## src/rtl/puf_rng_pkg.sv

```systemverilog
// rtl/puf_rng_pkg.sv - shared state encoding and default parameters for the PUF RNG collector
package puf_rng_pkg;

  typedef enum logic {
    WAIT_A = 1'b0,
    WAIT_B = 1'b1
  } vn_state_e;

  localparam int DEF_WIDTH       = 8;
  localparam int DEF_SAMPLE_DIV  = 4;
  localparam int DEF_REP_LIMIT   = 32;
  localparam int DEF_SYNC_STAGES = 2;

endpackage

```

## src/rtl/puf_bit_sync.sv

```systemverilog
// rtl/puf_bit_sync.sv - multi-flop synchroniser for the asynchronous raw entropy bit
module puf_bit_sync #(
  parameter int STAGES = 2
) (
  input  logic clk,
  input  logic rst_n,
  input  logic d_i,
  output logic q_o
);

  logic [STAGES-1:0] sync_q;

  always_ff @(posedge clk or negedge rst_n) begin
    if (!rst_n) sync_q <= '0;
    else        sync_q <= {sync_q[STAGES-2:0], d_i};
  end

  assign q_o = sync_q[STAGES-1];

endmodule

```

## src/rtl/puf_rng_collector.sv

```systemverilog
// rtl/puf_rng_collector.sv - samples the raw PUF bit, von Neumann corrects it, packs words MSB-first
// and runs a repetition-count health test with sticky error flags.
module puf_rng_collector
  import puf_rng_pkg::*;
#(
  parameter int WIDTH       = DEF_WIDTH,
  parameter int SAMPLE_DIV  = DEF_SAMPLE_DIV,
  parameter int REP_LIMIT   = DEF_REP_LIMIT,
  parameter int SYNC_STAGES = DEF_SYNC_STAGES
) (
  input  logic             clk,
  input  logic             rst_n,
  input  logic             en,
  input  logic             clr,
  input  logic             raw_bit,
  output logic [WIDTH-1:0] rnd_word,
  output logic             rnd_valid,
  input  logic             rnd_ready,
  output logic             overrun,
  output logic             health_fail
);

  localparam int DIV_W = (SAMPLE_DIV > 1) ? $clog2(SAMPLE_DIV) : 1;
  localparam int CNT_W = $clog2(WIDTH + 1);
  localparam int REP_W = $clog2(REP_LIMIT + 1);

  logic s_bit;

  puf_bit_sync #(.STAGES(SYNC_STAGES)) u_sync (
    .clk   (clk),
    .rst_n (rst_n),
    .d_i   (raw_bit),
    .q_o   (s_bit)
  );

  logic [DIV_W-1:0] div_cnt_q, div_cnt_d;
  logic             tick;

  assign tick = en && (div_cnt_q == DIV_W'(SAMPLE_DIV - 1));

  always_comb begin
    div_cnt_d = div_cnt_q;
    if (en) div_cnt_d = (div_cnt_q == DIV_W'(SAMPLE_DIV - 1)) ? '0 : div_cnt_q + 1'b1;
  end

  vn_state_e  state_q, state_d;
  logic       a_q, a_d;
  logic       emit, emit_bit;
  logic       health_fail_q, health_fail_d;

  always_ff @(posedge clk or negedge rst_n) begin
    if (!rst_n) state_q <= WAIT_A;
    else        state_q <= state_d;
  end

  // Pairs never overlap; clr and a failed health test both park the corrector in WAIT_A.
  always_comb begin
    state_d = state_q;
    a_d     = a_q;
    if (clr || health_fail_q) begin
      state_d = WAIT_A;
    end else if (tick) begin
      case (state_q)
        WAIT_A: begin
          a_d     = s_bit;
          state_d = WAIT_B;
        end
        default: state_d = WAIT_A;
      endcase
    end
  end

  always_comb begin
    emit     = tick && !clr && !health_fail_q && (state_q == WAIT_B) && (a_q != s_bit);
    emit_bit = a_q;
  end

  logic [REP_W-1:0] rep_cnt_q, rep_cnt_d;
  logic             prev_q, prev_d;

  always_comb begin
    rep_cnt_d     = rep_cnt_q;
    prev_d        = prev_q;
    health_fail_d = health_fail_q;
    if (clr) begin
      rep_cnt_d     = '0;
      health_fail_d = 1'b0;
    end else if (tick) begin
      prev_d = s_bit;
      if (rep_cnt_q == '0 || s_bit != prev_q) rep_cnt_d = REP_W'(1);
      else if (rep_cnt_q != REP_W'(REP_LIMIT)) rep_cnt_d = rep_cnt_q + 1'b1;
      if (rep_cnt_d == REP_W'(REP_LIMIT)) health_fail_d = 1'b1;
    end
  end

  logic [WIDTH-2:0] shift_q, shift_d;
  logic [CNT_W-1:0] bit_cnt_q, bit_cnt_d;
  logic [WIDTH-1:0] word_q, word_d, full_word;
  logic             valid_q, valid_d;
  logic             overrun_q, overrun_d;

  assign full_word = {shift_q, emit_bit};

  always_comb begin
    shift_d   = shift_q;
    bit_cnt_d = bit_cnt_q;
    word_d    = word_q;
    valid_d   = valid_q;
    overrun_d = overrun_q;
    if (valid_q && rnd_ready) valid_d = 1'b0;
    if (clr) begin
      bit_cnt_d = '0;
      overrun_d = 1'b0;
    end else if (emit) begin
      shift_d = full_word[WIDTH-2:0];
      if (bit_cnt_q == CNT_W'(WIDTH - 1)) begin
        bit_cnt_d = '0;
        // A word completing while the buffer is still held is dropped, never merged.
        if (!valid_q || rnd_ready) begin
          word_d  = full_word;
          valid_d = 1'b1;
        end else begin
          overrun_d = 1'b1;
        end
      end else begin
        bit_cnt_d = bit_cnt_q + 1'b1;
      end
    end
  end

  always_ff @(posedge clk or negedge rst_n) begin
    if (!rst_n) begin
      div_cnt_q     <= '0;
      a_q           <= 1'b0;
      rep_cnt_q     <= '0;
      prev_q        <= 1'b0;
      health_fail_q <= 1'b0;
      shift_q       <= '0;
      bit_cnt_q     <= '0;
      word_q        <= '0;
      valid_q       <= 1'b0;
      overrun_q     <= 1'b0;
    end else begin
      div_cnt_q     <= div_cnt_d;
      a_q           <= a_d;
      rep_cnt_q     <= rep_cnt_d;
      prev_q        <= prev_d;
      health_fail_q <= health_fail_d;
      shift_q       <= shift_d;
      bit_cnt_q     <= bit_cnt_d;
      word_q        <= word_d;
      valid_q       <= valid_d;
      overrun_q     <= overrun_d;
    end
  end

  assign rnd_word    = word_q;
  assign rnd_valid   = valid_q;
  assign overrun     = overrun_q;
  assign health_fail = health_fail_q;

endmodule

```

## config.mk

```make
export PLATFORM = sky130hd
export DESIGN_NAME = puf_rng_collector
export DESIGN_NICKNAME = d
export VERILOG_FILES = /design/src/rtl/puf_rng_pkg.sv /design/src/rtl/puf_bit_sync.sv /design/src/rtl/puf_rng_collector.sv
export SDC_FILE = /design/constraint.sdc
export NUM_CORES = 1
export LEC_CHECK = 0
export CAP_MARGIN = 40
export CORE_UTILIZATION = 55
export CTS_CLUSTER_SIZE = 12
export DETAILED_ROUTE_END_ITERATION = 10
export GPL_TIMING_DRIVEN = 0
export HOLD_SLACK_MARGIN = 0.15
export PLACE_DENSITY = 0.78
export SYNTH_ARGS = -nofsm -noshare
export SYNTH_HDL_FRONTEND = slang
export SYNTH_SLANG_ARGS = --single-unit
```

## constraint.sdc

```tcl
create_clock -name clk -period 2.4 [get_ports clk]
set_input_delay 0.48 -clock clk [delete_from_list [all_inputs] [get_ports clk]]
set_output_delay 0.48 -clock clk [all_outputs]
set_load 0.01 [all_outputs]
```

==> impl_metrics.py, run 1 <==
metrics = {
    "run_status": {
        "outcome": "finished with violations",
        "violations": "DRC",
    },
    "layout": {
        "insertedDiodeCount": 0,
        "syn2layout_area_growth_pct": 15.9,
        "fill_cells": 230,
        "drive_gt1_frac": 0.133,
        "final_common_cell": "dfrtp_1",
        "layout.nets": 190,
        "final_cell_mix": "dfrtp_1 (35), nand2_1 (32), clkdlybuf4s50_1 (15)",
        "post-route-util": 0.684,
    },
    "critical_path": {
        "slowest_delay_ps": 610,
        "startpoint_type": "primary input",
        "cp-startpoint": "en",
        "arrival_ps": 2460,
        "slowest_stage": "clkdlybuf4s50_1",
        "cp-end-kind": "flip-flop",
        "critPathMaxFanout": 8,
        "crit_chain": "clkdlybuf4s50_1, nand2_4, nor3_4, nand3_2, nor4_4, mux2_2",
        "rr_startpoint": "div_cnt_q[0]",
        "path_class": "primary input to flip-flop",
        "crit_required_ps": 2620,
    },
    "routing": {
        "drtAntennaViolNets": 0,
        "route.detailed.drc": 2,
        "firstDrtPassIters": 7,
        "routedWlPerCell_um": 14.0,
        "via_per_inst": 5.67,
        "drt_iter0_markers": 34,
        "num_vias": 1203,
        "wl_mm": 2.97,
    },
    "run": {
        "cap_violations": 0,
    },
    "timing": {
        "min_period_ps": 2240,
        "maxSlewHeadroom": 0.498,
        "maxSlewViolCount": 0,
        "fmax_mhz": 447,
        "finalCritPeriodShare": 0.931,
        "setup_viol": 0,
        "rsz0062_at_grt": "no",
        "hold_viol": 0,
        "finalSetupTns_ps": 0,
        "worst_pin_slew_ps": 753,
        "clock_skew_ps": 22.1,
    },
    "floorplanning": {
        "fp-row-count": 19,
        "design.core.area_um2": 2810,
        "die-area_um2": 3240,
        "io_pins": 17,
        "dieWidth_um": 56.9,
        "die_h_um": 56.9,
        "start_util": 0.591,
    },
    "logic_synthesis": {
        "synth_seq_cells": 35,
        "syn_area_um2": 1660,
        "yosys_warnings": 0,
        "synth_cells": 157,
        "synth_cell_types": 35,
        "seq_area_frac_synth": 0.529,
        "avgSynthCellArea_um2": 10.6,
        "syn-num-nets": 167,
    },
    "global_routing": {
        "grt_max_degree": 36,
        "track_usage": 0.217,
        "antenna_found_initial": 0,
        "grt.overflow.total": 0,
        "grt_pass1_wl_mm": 5.14,
        "grt_pass1_vias": 1132,
    },
    "cts": {
        "cts_tree": "yes",
        "cts_resized": 0,
        "htree_levels": 2,
        "numCtsBuffers": 5,
        "cts_sinks": 35,
        "cts_root_buf": "clkbuf_4",
        "max-clock-path-buffers": 2,
        "clk_latency_ps": 350,
        "clkTransAtPathRegs_ps": 110,
        "cts_setup_buffers": 0,
        "hold_buffers": 0,
    },
    "power_and_ir_drop": {
        "seqPwrFrac": 0.552,
        "clock_power_share": 0.299,
        "p_leak_nw": 0.891,
        "intPower_uw": 888,
        "netSwitchingPower_uw": 327,
        "peakVddDrop_mv": 0.464,
        "power_density_nw_per_um2": 633,
        "power.total_mw": 1.21,
        "combinationalPowerShare": 0.149,
        "p_sw_frac": 0.269,
    },
    "placed_design": {
        "gp_congestion": 0.899,
        "post-dp-hpwl_mm": 2.16,
        "portBuffers": 16,
    },
    "min_path": {
        "hp-class": "primary input to asynchronous set/reset pin",
    },
}
## power groups by stage
stage               logic [mW]  registers (mW)  clock network [mW]
finish                   0.181           0.671               0.363
global route             0.202           0.678               0.400
CTS                      0.185           0.671               0.375
detailed placement       0.185           0.683                   0
global placement         0.172           0.679                   0
floorplan                0.133           0.674                   0
## Yosys cell counts
library cell,count,area share
a31oi_1,1,0.0038
or3_1,1,0.0038
mux2i_1,2,0.012
a32o_1,1,0.0060
nor4_4,1,0.013
nor4_1,2,0.0076
o2111ai_1,1,0.0053
a21boi_0,1,0.0045
a21oi_1,4,0.012
nand3b_1,2,0.0091
nand2_1,32,0.073
nor4b_2,1,0.0091
a21o_1,1,0.0045
dfrtp_1,35,0.53
ha_1,4,0.030
inv_1,3,0.0068
nand3_1,4,0.012
o41ai_1,1,0.0053
nor2b_1,3,0.011
and3_1,1,0.0038
mux2_2,11,0.075
nand2_4,1,0.0068
nand2b_1,2,0.0076
a22o_1,2,0.011
o31ai_1,3,0.014
o22ai_1,1,0.0038
clkbuf_1,7,0.016
xor2_1,5,0.026
nor2_1,9,0.020
o21ai_0,7,0.021
nand3_2,1,0.0060
xnor2_1,1,0.0053
nor3_4,1,0.0098
nor3_1,4,0.012
or2b_1,1,0.0045
## kinds of logic (layout without fill, tap and decap cells)
logic type | after synthesis | count (layout) | synth area share
compound gates | 23 | 23 | 0.0906
xor+xnor | 6 | 6 | 0.0317
fa+ha+maj | 4 | 4 | 0.0302
buf+inv | 10 | 34 | 0.0227
flops | 35 | 35 | 0.529
mux | 13 | 13 | 0.0869
simple gates | 66 | 66 | 0.209
## state kept, by name, indices dropped and copies added, names as in the netlist
signal / cells
rep_cnt_q: 6
rnd_word: 8
prev_q: 1
a_q: 1
bit_cnt_q: 4
state_q: 1
health_fail: 1
rnd_valid: 1
overrun: 1
u_sync.sync_q: 2
div_cnt_q: 2
shift_q: 7
## worst max-delay path: cells and delay by family
family / cells / cell delay [ps]
mux: 1 / 400
simple gates: 4 / 950
buf+inv: 1 / 610
## through the flow
step | setup WS (ps) | hold WS (ps) | cell area [um^2] | std cells
after floorplan | 546 | 184 | 1660 | 157
after detailed placement | -193 | 342 | 1850 | 204
after global routing | 79.9 | 241 | 1920 | 212
final | 165 | 182 | 1920 | 212
after CTS | 182 | 200 | 1920 | 212
after global placement | -157 | 337 | 1860 | 204
## path summary, 6_finish.rpt
check                      slack (ps)               end  depth (start not counted)
max                               160       rnd_word[1]                          6
min                               180      rep_cnt_q[4]                          1
max reg2reg                       310       rnd_word[1]                          6
min reg2reg                       360  u_sync.sync_q[1]                          0
max in group asynchronous        1710           state_q                          1
min in group clk                  360  u_sync.sync_q[1]                          0
## final cells by class
| cell class | instances | area (um^2) | share of cell area |
|---|---|---|---|
| multi-input cells | 112 | 743 | 0.387 |
| repair buffers | 16 | 155 | 0.0808 |
| flip-flops and latches | 35 | 876 | 0.456 |
| well taps | 31 | 38.8 | 0.0202 |
| clock buffers | 8 | 68.8 | 0.0359 |
| plain buffers | 7 | 26.3 | 0.0137 |
| inverters | 3 | 11.3 | 0.00587 |
## routing by layer
layer / vias to the layer above / global-route usage / share of wire
met1: 581 / 0.275 / 0.46
met2: 21 / 0.326 / 0.48
met5: - / 0 / 0
met4: 0 / 0.108 / 0.026
met3: 9 / 0.0783 / 0.037
li1: 592 / - / -
(Power assumes the default switching activity.)
==> run 2: changes to the inputs <==
- ABC_AREA: unset -> 1
- DONT_BUFFER_PORTS: unset -> 1
- PLACE_DENSITY: 0.78 -> 0.7
==> run 2 against run 1 <==
  * The flow now finishes without violations
  * Clock power fell by 18%
  * Register-to-register slack better by 470 ps
  * Sequential cell count unchanged
  * Power decreased by 5.5%
  * Clock-buffer cell count decreased by 1
  * Final cell count grew 4.7%
  * Non-clock buffer count is 18 lower
  * Die area fell by 0.79%
  * Utilization decreased by 5.1 points
  * Critical path type is now flip-flop to flip-flop
  * Critical endpoint is now rnd_word[5]
  * Largest cell class unchanged
  * Largest power group unchanged
  * Highest routed layer unchanged
==> impl_metrics.py, run 2 <==
metrics = {
    "floorplanning": {
        "die_h_um": 56.7,
        "dieWidth_um": 56.7,
        "io_pins": 17,
        "die-area_um2": 3210,
        "fp-row-count": 19,
        "design.core.area_um2": 2780,
        "start_util": 0.591,
    },
    "critical_path": {
        "rr_worst_depth": 9,
        "startpoint_type": "flip-flop",
        "cp-end-kind": "flip-flop",
        "critPathMaxFanout": 10,
        "rr_startpoint": "div_cnt_q[0]",
        "arrival_ps": 1840,
        "regToRegEndpoint": "rnd_word[5]",
        "path_class": "flip-flop to flip-flop",
        "r2r_setup_slack_ps": 780,
        "crit_required_ps": 2620,
    },
    "cts": {
        "cts_setup_buffers": 0,
        "cts_tree": "yes",
        "cts_root_buf": "clkbuf_4",
        "clkTransAtPathRegs_ps": 90,
        "htree_levels": 2,
        "clk_latency_ps": 340,
        "max-clock-path-buffers": 2,
        "numCtsBuffers": 5,
        "hold_buffers": 2,
        "cts_resized": 0,
        "cts_sinks": 35,
    },
    "power_and_ir_drop": {
        "power_density_nw_per_um2": 651,
        "p_sw_frac": 0.286,
        "seqPwrFrac": 0.585,
        "intPower_uw": 820,
        "p_leak_nw": 0.811,
        "netSwitchingPower_uw": 328,
        "peakVddDrop_mv": 0.519,
        "combinationalPowerShare": 0.157,
        "clock_power_share": 0.258,
    },
    "logic_synthesis": {
        "synth_cells": 181,
        "synth_area_leader_cell": "dfrtp_1",
        "ys.flop_type": "dfrtp_1",
        "yosysTopAreaCellShare": 0.533,
        "synth_seq_cells": 35,
        "synthTopCellsByCount": "nand2_1 (42), dfrtp_1 (35), inv_1 (21)",
        "syn_area_um2": 1640,
        "synth.area.top_cells": "dfrtp_1 (53%), nand2_1 (9.6%), nand3_1 (5.2%)",
        "syn-num-nets": 191,
        "avgSynthCellArea_um2": 9.08,
        "yosysMostFrequentCell": "nand2_1",
        "yosys_warnings": 0,
        "synth_cell_types": 20,
        "async_flop_share": 1.00,
        "synth-edff-count": 0,
        "seq_area_frac_synth": 0.533,
    },
    "layout": {
        "insertedDiodeCount": 0,
        "syn2layout_area_growth_pct": 7.24,
        "final_cell_mix": "nand2_1 (42), dfrtp_1 (35), inv_1 (21)",
        "post-route-util": 0.633,
        "largest_register_ffs": 8,
        "drive_gt1_frac": 0.131,
        "final_common_cell": "nand2_1",
        "layout.nets": 200,
    },
    "min_path": {
        "whs_path_depth": 0,
        "hold_end": "u_sync.sync_q[0]",
        "hp-class": "primary input to flip-flop",
        "hp-start": "raw_bit",
    },
    "routing": {
        "via_per_inst": 5.59,
        "drtAntennaViolNets": 0,
        "drt_iter0_markers": 48,
        "firstDrtPassIters": 6,
        "route.detailed.drc": 0,
        "routedWlPerCell_um": 13.5,
        "wl_mm": 2.99,
        "num_vias": 1241,
    },
    "timing": {
        "hold_viol": 0,
        "maxSlewViolCount": 0,
        "worst_pin_slew_ps": 248,
        "maxSlewHeadroom": 0.834,
        "finalSetupTns_ps": 0,
        "finalCritPeriodShare": 0.673,
        "setup_viol": 0,
        "clock_skew_ps": 15.0,
        "fmax_mhz": 619,
        "rsz0062_at_grt": "no",
        "min_period_ps": 1620,
    },
    "global_routing": {
        "grt_pass1_vias": 1197,
        "antenna_found_initial": 0,
        "track_usage": 0.214,
        "grt_pass1_wl_mm": 5.20,
        "grt_max_degree": 36,
        "grt.overflow.total": 0,
    },
    "placed_design": {
        "portBuffers": 0,
        "gp_congestion": 0.841,
        "post-dp-hpwl_mm": 2.22,
    },
    "run": {
        "cap_violations": 0,
    },
    "run_status": {
        "outcome": "complete, no violations",
    },
}
[run 2: changes by cell type after synthesis, sizes merged, moves of 5 or more]
cell	before	now
clkbuf	7	0
inv	3	21
mux2	11	1
nand2	33	46
nand3	5	17
nor2	9	16
nor3	5	0
o21ai	7	24
[run 2: power by group through the flow]
stage | Combinational [mW] | Clock, mW | Sequential [mW]
floorplan | 0.135 | 0 | 0.676
global placement | 0.159 | 0 | 0.680
detailed placement | 0.167 | 0 | 0.684
CTS | 0.184 | 0.309 | 0.672
global route | 0.215 | 0.327 | 0.679
finish | 0.180 | 0.296 | 0.671
[run 2: logic make-up after synthesis]
group | Yosys count | synth area share
AO/OA/AOI/OAI | 31 | 0.113
XOR/XNOR | 5 | 0.0267
AND/OR/NAND/NOR | 81 | 0.221
multiplexers | 1 | 0.00685
adder cells (fa/ha/maj) | 4 | 0.0305
flip-flops | 35 | 0.533
buffers and inverters | 24 | 0.0685
[run 2: critical path, stage by stage, from the launching register on]
cell and delay [ps]:
dfrtp_1 370, ha_1 150, nand2_1 140, nor2_4 230
nand2_2 120, nor2_4 140, nand2_4 90, buf_6 160
nand2_2 60, o21ai_2 50
[run 2: worst max-delay path by stage]
stage	startpoint	to	slack [ps]	cells after the start
after floorplan	div_cnt_q[0]	rnd_word[4]	990	9
after global placement	div_cnt_q[0]	rnd_word[5]	810	9
after detailed placement	div_cnt_q[0]	rnd_word[5]	790	9
after CTS	div_cnt_q[0]	rnd_word[5]	770	9
after global routing	div_cnt_q[0]	rnd_word[7]	680	9
final	div_cnt_q[0]	rnd_word[5]	780	9
[run 2: per-layer routing]
metal | wire length [um] | vias up | GRT usage
li1 | - | 607 | -
met1 | 1400 | 601 | 0.281
met2 | 1430 | 28 | 0.338
met3 | 124 | 5 | 0.0507
met4 | 39 | 0 | 0.0976
met5 | 0 | - | 0
[run 2: area by class of cell]
class | instances | area [um^2]
inverter | 21 | 78.8
clock inverter | 1 | 5.00
fill | 258 | 1020
buffer | 3 | 33.8
sequential | 35 | 876
clock buffer | 7 | 45.0
timing repair buffer | 2 | 30.0
multi-input combinational | 122 | 654
tap | 31 | 38.8
[run 2: metrics by stage]
| stage | std cells | power, mW | setup slack (ps) | hold slack [ps] | area, um^2 |
|---|---|---|---|---|---|
| after floorplan | 181 | 0.810 | 985 | 184 | 1640 |
| after detailed placement | 212 | 0.850 | 786 | 185 | 1680 |
| after CTS | 222 | 1.16 | 772 | 159 | 1760 |
| final | 222 | 1.15 | 784 | 174 | 1760 |
| after global routing | 222 | 1.22 | 684 | 150 | 1760 |
| after global placement | 212 | 0.839 | 808 | 185 | 1680 |
==> run 3: changes to the inputs <==
- clock period: 2.4 -> 1.58 ns (I/O delays scaled with it)
==> run 3 against run 2 <==
  * Clock power grew 53%
  * Global-route usage grew 0.45 points
  * Combinational power grew 84%
  * Utilization grew 3.3 points
  * Clock skew shrank 2.6 ps
  * Via count grew 1.9%
  * Design area grew 5.2%
  * Register-to-register slack lost 700 ps
  * Sequential share of layout area shrank 2.4 points
  * Sequential cell count is the same
  * Hold slack gained 12 ps
  * First-iteration DRC count shrank 17%
  * Largest power group unchanged
==> impl_metrics.py, run 3 (synthesis gave the netlist of run 2 again) <==
metrics = {
    "timing": {
        "maxSlewHeadroom": 0.813,
        "hold_viol": 0,
        "clock_skew_ps": 12.4,
        "min_period_ps": 1500,
        "fmax_mhz": 667,
        "maxSlewViolCount": 0,
        "worst_pin_slew_ps": 278,
        "setup_viol": 0,
        "holdWs_ps": 186,
        "finalCritPeriodShare": 0.949,
    },
    "critical_path": {
        "crit_buf_inv": 2,
        "startpoint_type": "flip-flop",
        "rr_startpoint": "health_fail",
        "crit_required_ps": 1800,
        "cp-end-kind": "flip-flop",
        "crit_chain": "inv_1, nand2_1, nor2_4, nand2_2, nor2_4, nand2_4, buf_6, nand2_2, o21ai_2",
        "arrival_ps": 1720,
        "regToRegEndpoint": "rnd_word[5]",
        "critPathMaxFanout": 10,
        "rr_worst_depth": 9,
        "slowest_delay_ps": 460,
        "slowest_stage": "dfrtp_1",
        "crit_cells": 9,
        "cp_top_family": "simple AND/OR/NAND/NOR gates",
        "path_class": "flip-flop to flip-flop",
        "r2r_setup_slack_ps": 80,
    },
    "layout": {
        "drive_gt1_frac": 0.182,
        "design_area_um2": 1850,
        "insertedDiodeCount": 0,
        "syn2layout_area_growth_pct": 12.8,
        "fill_cells": 248,
        "final_common_cell": "nand2_1",
        "final_cell_mix": "nand2_1 (41), dfrtp_1 (34), inv_1 (19)",
        "largest_register_ffs": 8,
        "layout.nets": 207,
        "post-route-util": 0.666,
    },
    "floorplanning": {
        "io_pins": 17,
        "design.core.area_um2": 2780,
        "fp-row-count": 19,
        "start_util": 0.591,
        "dieWidth_um": 56.7,
        "die_h_um": 56.7,
        "die-area_um2": 3210,
    },
    "routing": {
        "routedWlPerCell_um": 13.7,
        "drtAntennaViolNets": 0,
        "wl_mm": 3.13,
        "route.detailed.drc": 0,
        "num_vias": 1264,
        "drt_iter0_markers": 40,
        "via_per_inst": 5.52,
        "firstDrtPassIters": 4,
    },
    "power_and_ir_drop": {
        "p_leak_nw": 0.847,
        "combinationalPowerShare": 0.184,
        "power_density_nw_per_um2": 973,
        "p_sw_frac": 0.292,
        "peakVddDrop_mv": 0.793,
        "intPower_mw": 1.28,
        "netSwitchingPower_uw": 527,
        "clock_power_share": 0.252,
        "seqPwrFrac": 0.564,
        "power.total_mw": 1.80,
    },
    "global_routing": {
        "antenna_found_initial": 0,
        "track_usage": 0.219,
        "grt_pass1_wl_mm": 5.29,
        "grt.overflow.total": 0,
        "grt_pass1_vias": 1216,
        "grt_max_degree": 36,
    },
    "min_path": {
        "whs_path_depth": 2,
        "hp-start": "en",
        "hold_end": "div_cnt_q[0]",
        "hp-class": "primary input to flip-flop",
    },
    "cts": {
        "clkTransAtPathRegs_ps": 110,
        "max-clock-path-buffers": 2,
        "clk_latency_ps": 340,
        "cts_root_buf": "clkbuf_4",
        "cts_sinks": 35,
        "cts_tree": "yes",
        "htree_levels": 2,
        "numCtsBuffers": 5,
    },
    "placed_design": {
        "placed_area_um2": 1680,
        "gp_congestion": 0.841,
        "portBuffers": 0,
        "post-dp-hpwl_mm": 2.22,
    },
    "run": {
        "cap_violations": 0,
    },
    "run_status": {
        "outcome": "complete, no violations",
    },
}
## run 3: cell count changes in the layout (fill, tap and decap cells not counted), moves of 2 or more
cell	previous run	this run
buf_4	0	4
dlygate4sd3_1	1	4
ha_1	4	2
inv_1	21	19
inv_2	0	2
nor2_4	2	4
## run 3: layer usage
metal  track usage  wire (um)  part of all wire
met1         0.294       1410              0.45
met2         0.343       1530              0.49
met3        0.0484        139             0.044
met4        0.0941         49             0.016
met5             0          0                 0
## run 3: power by group through the flow
stage               logic (mW)  clock network (mW)  registers [mW]
floorplan                0.204                   0            1.03
global placement         0.242                   0            1.03
detailed placement       0.253                   0            1.04
CTS                      0.294               0.469            1.02
global route             0.384               0.496            1.03
finish                   0.331               0.454            1.02
## run 3: area by class of cell
type	count	area (um^2)	area share
buffer	3	33.8	0.0182
clock buffer	7	45.0	0.0243
clock inverter	1	5.00	0.00270
inverter	21	78.8	0.0425
multi-input combinational	122	684	0.369
sequential	35	877	0.473
tap	31	38.8	0.0209
timing repair buffer	9	90.1	0.0486
## run 3: worst max-delay path by stage
stage                  from     endpoint
4_1_cts         health_fail  rnd_word[5]
3_5_place_dp   div_cnt_q[0]  rnd_word[5]
2_1_floorplan  div_cnt_q[0]  rnd_word[4]
3_3_place_gp   div_cnt_q[0]  rnd_word[5]
6_report        health_fail  rnd_word[5]
5_1_grt         health_fail  rnd_word[7]
## run 3: repair_timing
action                                  4_1_cts  5_1_grt
hold buffers                                  5        0
setup buffers                                 1        3
endpoints found under the hold margin        40        0
endpoints found under the setup margin        3       10
pin swaps                                     1        3
resized for setup                             0       10
## run 3: through the flow
stage          std cells  setup slack, ps  TNS, ps
2_1_floorplan        181              165        0
3_3_place_gp         212            -12.0    -28.6
6_report             229             79.9        0
3_5_place_dp         212            -34.3    -77.5
4_1_cts              226             3.89        0
5_1_grt              229            -10.1    -20.9
==> edit: new RTL, flow settings as in run 2 <==
`word_q` no longer has a reset.
--- a/src/rtl/puf_rng_collector.sv
+++ b/src/rtl/puf_rng_collector.sv
@@ -139,3 +139,2 @@
       bit_cnt_q     <= '0;
-      word_q        <= '0;
       valid_q       <= 1'b0;
@@ -150,3 +149,2 @@
       bit_cnt_q     <= bit_cnt_d;
-      word_q        <= word_d;
       valid_q       <= valid_d;
@@ -154,2 +152,6 @@
     end
+  end
+
+  always_ff @(posedge clk) begin
+    word_q <= word_d;
   end
Formal check against the unedited RTL: no difference found for any inputs over 10 cycles, from zero or initial values and one cycle with rst_n low; that may be too few to reach the edited logic, so the function may still have changed.
==> edit against run 2 <==
- power rose by 4.2%
- sequential cell count did not move
- synthesized cell count fell by 8.8%
- hold slack improved by 0.0060 ns
- setup slack got worse by 0.48 ns
- wire length fell by 6.6%
- cell area fell by 4.9%
- global-route usage rose by 0.49 points
- area after synthesis fell by 5.3%
- critical path type unchanged
- highest routed layer unchanged
==> edit: results (changes against run 2) <==
<table>
<tr><th>Metric</th><th>Value</th></tr>
<tr><th colspan="2">Run status</th></tr>
<tr><td>Run status</td><td>finished clean (unchanged)</td></tr>
<tr><th colspan="2">Route</th></tr>
<tr><td>Wire length on met1</td><td>1191 um (was 1401 um)</td></tr>
<tr><td>Vias per cell</td><td>5.566 (was 5.590)</td></tr>
<tr><td>Initial DRC Count</td><td>32 (was 48)</td></tr>
<tr><td>Number of detailed-route iterations in the first pass</td><td>4 (was 6)</td></tr>
<tr><td>DRT Wirelength</td><td>2796 um (was 2993 um)</td></tr>
<tr><th colspan="2">Finish</th></tr>
<tr><td>Number of fill cells</td><td>213 (was 258)</td></tr>
<tr><td>Fraction of layout instances using a drive strength above 1</td><td>8.571% (was 13.09%)</td></tr>
<tr><td>Number of nets in the final layout</td><td>184 (was 200)</td></tr>
<tr><th colspan="2">Synth</th></tr>
<tr><td>Library cells used by synthesis</td><td>25 (was 20)</td></tr>
<tr><td>Adder-cell area share of the yosys netlist</td><td>3.215% (was 3.046%)</td></tr>
<tr><td>Xor-xnor portion of the synthesized cell area</td><td>2.251% (was 2.666%)</td></tr>
<tr><td>Number of standard cells after synthesis</td><td>165 (was 181)</td></tr>
<tr><td>Part of the Yosys area used for sequential elements</td><td>58.84% (was 53.31%)</td></tr>
<tr><td>EDFF count, synth</td><td>8 (was 0)</td></tr>
<tr><td>Post-synthesis compound-gate area fraction</td><td>7.717% (was 11.35%)</td></tr>
<tr><td>Cell types with the highest counts after synthesis</td><td>nand2_1, dfrtp_1, inv_1 (unchanged)</td></tr>
<tr><th colspan="2">GRT</th></tr>
<tr><td>Total routing usage reported by global routing</td><td>21.94% (was 21.45%)</td></tr>
<tr><td>Pin count of the biggest net entering global routing</td><td>28 (was 36)</td></tr>
<tr><td>Global routing usage on met3</td><td>6.284% (was 5.069%)</td></tr>
<tr><td>Via count of the first global-routing pass</td><td>1027 (was 1197)</td></tr>
<tr><th colspan="2">Pwr</th></tr>
<tr><td>Peak supply drop</td><td>514.7 uV (was 518.6 uV)</td></tr>
<tr><th colspan="2">Timing</th></tr>
<tr><td>Transition time at the pin with the least slew margin</td><td>0.4164 ns (was 0.2484 ns)</td></tr>
<tr><td>Skew final</td><td>0.01008 ns (was 0.01495 ns)</td></tr>
<tr><th colspan="2">Place</th></tr>
<tr><td>HPWL after detailed placement</td><td>2065 um (was 2221 um)</td></tr>
<tr><td>GP Congestion</td><td>0.8580 (was 0.8407)</td></tr>
<tr><td>DP Worst Slack</td><td>0.07642 ns (was 0.7857 ns)</td></tr>
</table>
edit: cell types whose count changed in the layout (fill, tap and decap cells not counted), moves of 3 or more:
cell      before  now
nand3_1       17    9
o21ai_0       16    9
dfrtp_1       35   27
o21ai_2        7    0
inv_1         21   18
nand2_1       42   47
edfxtp_1       0    8
edit: timing repair:
item,4_1_cts,5_1_grt
endpoints found under the setup margin,0,8
gates resized for setup,0,1
hold buffers,2,0
hold endpoints to repair,27,0
edit: cell type report:
| type | count | area share [%] |
|---|---|---|
| inverter | 20 | 4.556 |
| clock buffer | 8 | 2.913 |
| tap | 30 | 2.240 |
| buffer | 1 | 0.6721 |
| timing repair buffer | 2 | 1.792 |
| sequential | 35 | 54.67 |
| multi-input combinational | 109 | 33.16 |
edit: path summary, 6_finish.rpt:
check                                                 from                         end  slack (ns)  depth (start not counted)
max in group asynchronous                            rst_n    bit_cnt_q[0]$_DFFE_PN0P_        1.66                          2
worst max register to register    div_cnt_q[0]$_DFFE_PN0P_       rnd_word[3]$_DFFE_PP_        0.31                         10
worst max-delay path              div_cnt_q[0]$_DFFE_PN0P_       rnd_word[3]$_DFFE_PP_        0.31                         10
worst min-delay path                               raw_bit  u_sync.sync_q[0]$_DFF_PN0_        0.18                          0
min in group asynchronous                            rst_n    rep_cnt_q[3]$_DFFE_PN0P_        0.57                          2
worst min register to register  u_sync.sync_q[0]$_DFF_PN0_  u_sync.sync_q[1]$_DFF_PN0_        0.35                          0
edit: through the flow:
| stage | hold slack, ns | area (um2) |
|---|---|---|
| 3_5_place_dp | 0.1851 | 1594 |
| 2_1_floorplan | 0.1844 | 1556 |
| 5_1_grt | 0.1614 | 1675 |
| 6_report | 0.1797 | 1675 |
| 4_1_cts | 0.1673 | 1673 |
| 3_3_place_gp | 0.1850 | 1594 |
